**src/rtl/seq_detect_pkg.sv**
```systemverilog
// Shared constants and the detection-mode enum for the sequence detector.
package seq_detect_pkg;
   localparam int PAT_W_MIN = 2;
   localparam int PAT_W_MAX = 16;
   localparam int CNT_W_MAX = 16;

   typedef enum logic {
      MODE_NOOVL = 1'b0,
      MODE_OVL   = 1'b1
   } mode_e;
endpackage

```
**src/rtl/seq_detect_param_sat_counter.sv**
```systemverilog
// Saturating up-counter with synchronous clear; clear beats increment.
module sat_counter #(
   parameter int W = 8
) (
   input  logic         clk,
   input  logic         reset,
   input  logic         inc,
   input  logic         clr,
   output logic [W-1:0] q
);
   // count up to all-ones and hold; clear or reset returns to zero
   always_ff @(posedge clk) begin
      if (!reset)                q <= '0;
      else if (clr)              q <= '0;
      else if (inc && (q != '1)) q <= q + 1'b1;
   end
endmodule

```
**src/rtl/seq_detect_param.sv**
```systemverilog
// Serial pattern detector with loadable pattern, overlap control and a
// saturating match counter.
module seq_detect_param
   import seq_detect_pkg::*;
#(
   parameter int                PAT_W   = 4,
   parameter int                CNT_W   = 8,
   parameter logic [PAT_W-1:0]  RST_PAT = PAT_W'(4'b1011)
) (
   input  logic             clk,
   input  logic             reset,
   input  logic             inbits,
   input  logic             in_valid,
   input  logic [PAT_W-1:0] pattern,
   input  logic             pat_load,
   input  logic             overlap_en,
   input  logic             count_clr,
   output logic             detect,
   output logic [CNT_W-1:0] match_count,
   output logic             count_sat
);
   localparam int               FILL_W    = $clog2(PAT_W + 1);
   localparam logic [FILL_W-1:0] FILL_FULL = FILL_W'(PAT_W);

   if (PAT_W < PAT_W_MIN || PAT_W > PAT_W_MAX) begin : g_bad_pat_w
      $error("seq_detect_param: PAT_W out of range");
   end
   if (CNT_W < 1 || CNT_W > CNT_W_MAX) begin : g_bad_cnt_w
      $error("seq_detect_param: CNT_W out of range");
   end

   logic [PAT_W-1:0]  pat_q, pat_d;
   logic [PAT_W-1:0]  hist, hist_d, hist_sh;
   logic [FILL_W-1:0] fill, fill_d, fill_inc;
   logic              detect_d;
   logic              accept;
   logic              match;
   mode_e             mode;

   // next-state: a load discards the bit; a non-overlapping match restarts the fill
   always_comb begin
      mode     = mode_e'(overlap_en);
      accept   = in_valid & ~pat_load;
      hist_sh  = {hist[PAT_W-2:0], inbits};
      fill_inc = (fill == FILL_FULL) ? FILL_FULL : fill + 1'b1;
      match    = accept && (fill_inc == FILL_FULL) && (hist_sh == pat_q);
      pat_d    = pat_q;
      hist_d   = hist;
      fill_d   = fill;
      detect_d = 1'b0;
      if (pat_load) begin
         pat_d  = pattern;
         hist_d = '0;
         fill_d = '0;
      end else if (accept) begin
         hist_d   = hist_sh;
         fill_d   = (match && mode == MODE_NOOVL) ? '0 : fill_inc;
         detect_d = match;
      end
   end

   // state registers; reset overrides every other control
   always_ff @(posedge clk) begin
      if (!reset) begin
         pat_q  <= RST_PAT;
         hist   <= '0;
         fill   <= '0;
         detect <= 1'b0;
      end else begin
         pat_q  <= pat_d;
         hist   <= hist_d;
         fill   <= fill_d;
         detect <= detect_d;
      end
   end

   sat_counter #(.W(CNT_W)) u_cnt (
      .clk   (clk),
      .reset (reset),
      .inc   (match),
      .clr   (count_clr),
      .q     (match_count)
   );

   assign count_sat = &match_count;
endmodule
```
**config.mk**
```make
export PLATFORM = sky130hd
export DESIGN_NAME = seq_detect_param
export DESIGN_NICKNAME = d
export VERILOG_FILES = /design/src/rtl/seq_detect_pkg.sv /design/src/rtl/seq_detect_param_sat_counter.sv /design/src/rtl/seq_detect_param.sv
export SDC_FILE = /design/constraint.sdc
export NUM_CORES = 1
export LEC_CHECK = 0
export CAP_MARGIN = 25
export CORE_MARGIN = 2
export CORE_UTILIZATION = 52
export DETAILED_ROUTE_END_ITERATION = 10
export MAX_ROUTING_LAYER = met4
export PLACE_DENSITY = 0.88
export SYNTH_ARGS = -nofsm -noshare
export SYNTH_HDL_FRONTEND = slang
export SYNTH_SLANG_ARGS = --single-unit
```
**constraint.sdc**
```tcl
create_clock -name clk -period 5.1 [get_ports clk]
set_input_delay 0.765 -clock clk [delete_from_list [all_inputs] [get_ports clk]]
set_output_delay 0.765 -clock clk [all_outputs]
set_load 0.02 [all_outputs]
```
Word-level counts from Yosys, hierarchy flattened
Cells that the tools add are included.
W data, S select, Z words.
{"block": "totals", "out_inout_bits": 10, "inputBits": 11, "register_bits": 19, "wordCells": 26}
{"block": "op_classes", "muxes": 2, "n_reduce_logical": 8, "bitwise_logic": 5, "n_eq_ne": 4, "n_addsub": 2}
{"operator": "$add A8 B1 Y8 const B", "n": 1}
{"operator": "$ne A8 B8 Y1 const B", "n": 1}
{"operator": "$reduce_and A8 Y1", "n": 1}
{"operator": "$eq A3 B3 Y1 const B", "n": 2}
{"operator": "$mux W3", "n": 2}
{"operator": "$eq A4 B4 Y1", "n": 1}
{"operator": "$logic_and A1 B1 Y1", "n": 4}
{"operator": "$not A1 Y1", "n": 4}
{"operator": "$reduce_or A2 Y1", "n": 2}
{"operator": "$add A3 B1 Y3 const B", "n": 1}
{"operator": "$reduce_or A3 Y1", "n": 1}
{"operator": "$and A1 B1 Y1", "n": 1}

Longest topological paths before layout
{"block": "logic_depth", "depth_word": 7, "ltp_mapped": 7, "mapped_depth_nobuf": 7}

Modules after synthesis
Synthesis repeated with hierarchy kept, for this count alone.
{"block": "hier_totals", "hier_cells": 100, "hier_area_um2": 964.7}
{"mod": "seq_detect_param", "cells_per_inst": 54, "area_each_um2": 543.0, "seq_area_each_um2": 220.2, "n_inst": 1}
{"mod": "sat_counter", "cells_per_inst": 46, "area_each_um2": 421.7, "seq_area_each_um2": 160.2, "n_inst": 1}

Worst setup path before layout
Ideal clock, no wire load.
{"block": "synth_path", "path_type": "input-to-reg", "startpoint": "input port pat_load", "endpoint": "register u_cnt.q[5]", "stages": 6, "path_slack_ps": 2965, "arrival_ps": 2065, "required_ps": 5030, "setup_ps": 70, "path_buffers": 1, "path_cell_list": "buf_2 > nor2_1 > nor4b_4 > nand3_4 > or4_1 > a21oi_1"}
{"block": "synth_between", "elab_chain_len": 5}
{"element": "start: declaration", "line_no": "seq_detect_param.sv:15", "text": "input logic pat_load,"}
{"element": "$not A1 Y1", "line_no": "seq_detect_param.sv:43", "text": "accept = in_valid & ~pat_load;"}
{"element": "$and A1 B1 Y1", "line_no": "seq_detect_param.sv:43"}
{"element": "$logic_and A1 B1 Y1 (2 in a row)", "line_no": "seq_detect_param.sv:46", "text": "match = accept && (fill_inc == FILL_FULL) && (hist_sh == pat_q);"}
{"element": "$logic_and A1 B1 Y1", "line_no": "seq_detect_param_sat_counter.sv:15", "text": "else if (inc && (q != '1)) q <= q + 1'b1;"}
{"element": "end signal: assignment", "line_no": "seq_detect_param_sat_counter.sv:15"}
{"element": "end: declaration", "line_no": "seq_detect_param_sat_counter.sv:9", "text": "output logic [W-1:0] q"}
No other way between the ends.
A chain may end at the register's enable or synchronous reset.

Worst setup path in the final report
{"block": "layout_path", "startpoint": "register u_cnt.q[2]", "endpoint": "output port count_sat"}
{"block": "layout_between", "elab_chain_len": 1}
{"element": "$reduce_and A8 Y1", "line_no": "seq_detect_param.sv:85", "text": "assign count_sat = &match_count;"}
{"element": "end: declaration", "line_no": "seq_detect_param.sv:20", "text": "output logic count_sat"}
No other way between the ends.

==> reports/results.ini <==
[status]
run_status=completed

[yosys]
ys_async_sr_fraction_pct=0
synth.avg_cell_area_um2=9.614
synth.cell_area_um2=942.2
ys_ff_latch=19
synth_edf_count=0
yosys_warnings=0
syn_nets=112
synth_top_flop_cell=dfxtp_1
netlist_instances=98
seq_area_frac_synth_pct=40.37
synth_cell_types=35

[pwr]
p_leak_nw=0.4538
peakVddDrop_mv=0.1649
power_density_nw_per_um2=215.6

[grt]
track_usage_pct=22.07
grt_max_degree=13
antenna_found_initial=0
grt_remaining_overflow=0
grt_pass1_wl_mm=3.167
first_global_vias=728

[floorplanning]
io_pins=21
die_area_um2=2168
core_um2=1708
die_y_um=46.57
row_count=15
initial_core_util_pct=55.16
die_w_um=46.57

[critical_path]
end_kind=output pin
slowest_delay_ns=0.60
worstPathMaxFanout=6
critPathSlowestCell=clkdlybuf4s50_1
path_cells=and4_1, nand4_1, inv_1, clkdlybuf4s50_1
crit_arrival_ns=1.94
cp-start-kind=flop
required_ns=4.34
r2r_slack_ns=2.99
critPathKind=reg2out

[drt]
drt_wl_total_mm=1.959
firstDrtPassIters=4
wl_per_cell_um=13.51
initialDrtViolationCount=8
drc=0
ant_nets=0
vias=771
routed_via_density=5.317

[timing]
period_share_pct=53.04
rsz0062_at_grt=false
fmax_mhz=369.7
period_minus_slack_ns=2.705
final_hold_viol_count=0
worst_clock_skew_ns=0.001010
drv_slew=0
worstMarginPinSlew_ns=0.3694
final-setup-viol-count=0
maxSlewHeadroom_pct=75.29
tns_ns=0

[clock_network]
cts.sinks=19
clk_pin_slew_ns=0.11
clockBufferDepth=2
cts_hold_buf=0
htree_levels=1
numCtsBuffers=3
clk_latency_ns=0.30
cts_resized=0
cts_tree=yes
cts-root-buf=clkbuf_4
cts_setup_buffers=0

[placed_design]
place.gp.congestion=0.8344
io_buffers=20
placed_cell_area_um2=1161
hpwl_mm=1.498

[run]
cap_violations=0

[layout]
postLayoutCellArea_um2=1191
antenna_cells=0
layout.nets=135
mostFrequentLayoutCells=clkdlybuf4s50_1, dfxtp_1, mux2i_1
layout_commonest_cell=clkdlybuf4s50_1
syn2layout_area_growth_pct=26.43
drive_gt1_share_pct=8.333

[min_path]
hp-class=reg2reg

[path summary, 6_finish.rpt]
path	start	to	cells after the start
worst max-delay path	u_cnt.q[2]	count_sat	4
worst min register to register	u_cnt.q[5]	u_cnt.q[5]	2
worst min-delay path	u_cnt.q[5]	u_cnt.q[5]	2
worst max register to register	fill[0]	u_cnt.q[5]	7
[cell families after synthesis]
family	Yosys count	synth area share, %
xor gates and xnor gates	6	5.578
buffers and inverters	5	2.523
AOI/OAI and AO/OA	15	9.428
adders and majority gates	3	3.984
muxes	10	10.62
DFF	19	40.37
and+or+nand+nor	40	27.49
[sequential cells by signal (all words and copies together), names as in the netlist]
register  flops
pat_q         4
fill          3
detect        1
u_cnt.q       8
hist          3
[cell usage after synthesis (2+ instances only)]
cell	number	area share, %
ha_1	3	4.0
nor3_1	2	1.1
mux2i_1	10	11
nor2b_1	2	1.3
nand4_1	2	1.3
dfxtp_1	19	40
nand2_1	7	2.8
or3_1	2	1.3
a21oi_1	7	3.7
o21ai_0	2	1.1
o21a_1	2	1.6
inv_1	3	1.2
nor2_1	9	3.6
nand2b_1	2	1.3
xor2_1	5	4.6
nand3_1	2	1.1
[area by class of cell]
class	instances	area (um^2)
repair buffers	20	200.2
multi-input cells	74	538.0
clock buffers	3	22.52
flip-flops and latches	19	380.4
fillers	125	516.7
clock inverters	1	7.507
inverters	3	11.26
well taps	25	31.28
[per-stage QoR]
step	utilization [%]	std cells	total power [W]	hold slack, ns	worst slack, ns
floorplan	-	98	0.0001708	0.4602	2.965
global placement	67.99	141	0.0001805	0.4819	2.325
detailed placement	67.99	141	0.0001820	0.4918	2.284
CTS	69.74	145	0.0002592	0.5086	2.380
global route	69.74	145	0.0002685	0.5287	2.279
finish	69.74	145	0.0002568	0.5165	2.395
[routing by layer]
layer	vias to the layer above	part of all wire (%)	track usage [%]
li1	390	-	-
met1	354	41	24.76
met2	23	51	35.83
met3	4	6.3	9.020
met4	0	1.6	6.286
met5	-	0	-
[critical path: cells and delay by family (launching register included)]
kind	cells	cell delay (ns)
flops	1	0.45
simple gates	2	0.49
buf+inv	2	0.70
[power by group]
part | switching (W) | internal, W | total (W)
Combinational | 0.0000119 | 0.0000136 | 0.0000254
Sequential | 0.00000235 | 0.000151 | 0.000153
Clock | 0.0000480 | 0.0000299 | 0.0000780
Total | 0.0000623 | 0.000195 | 0.000257
Note: power is estimated with default switching activity, not from simulation.
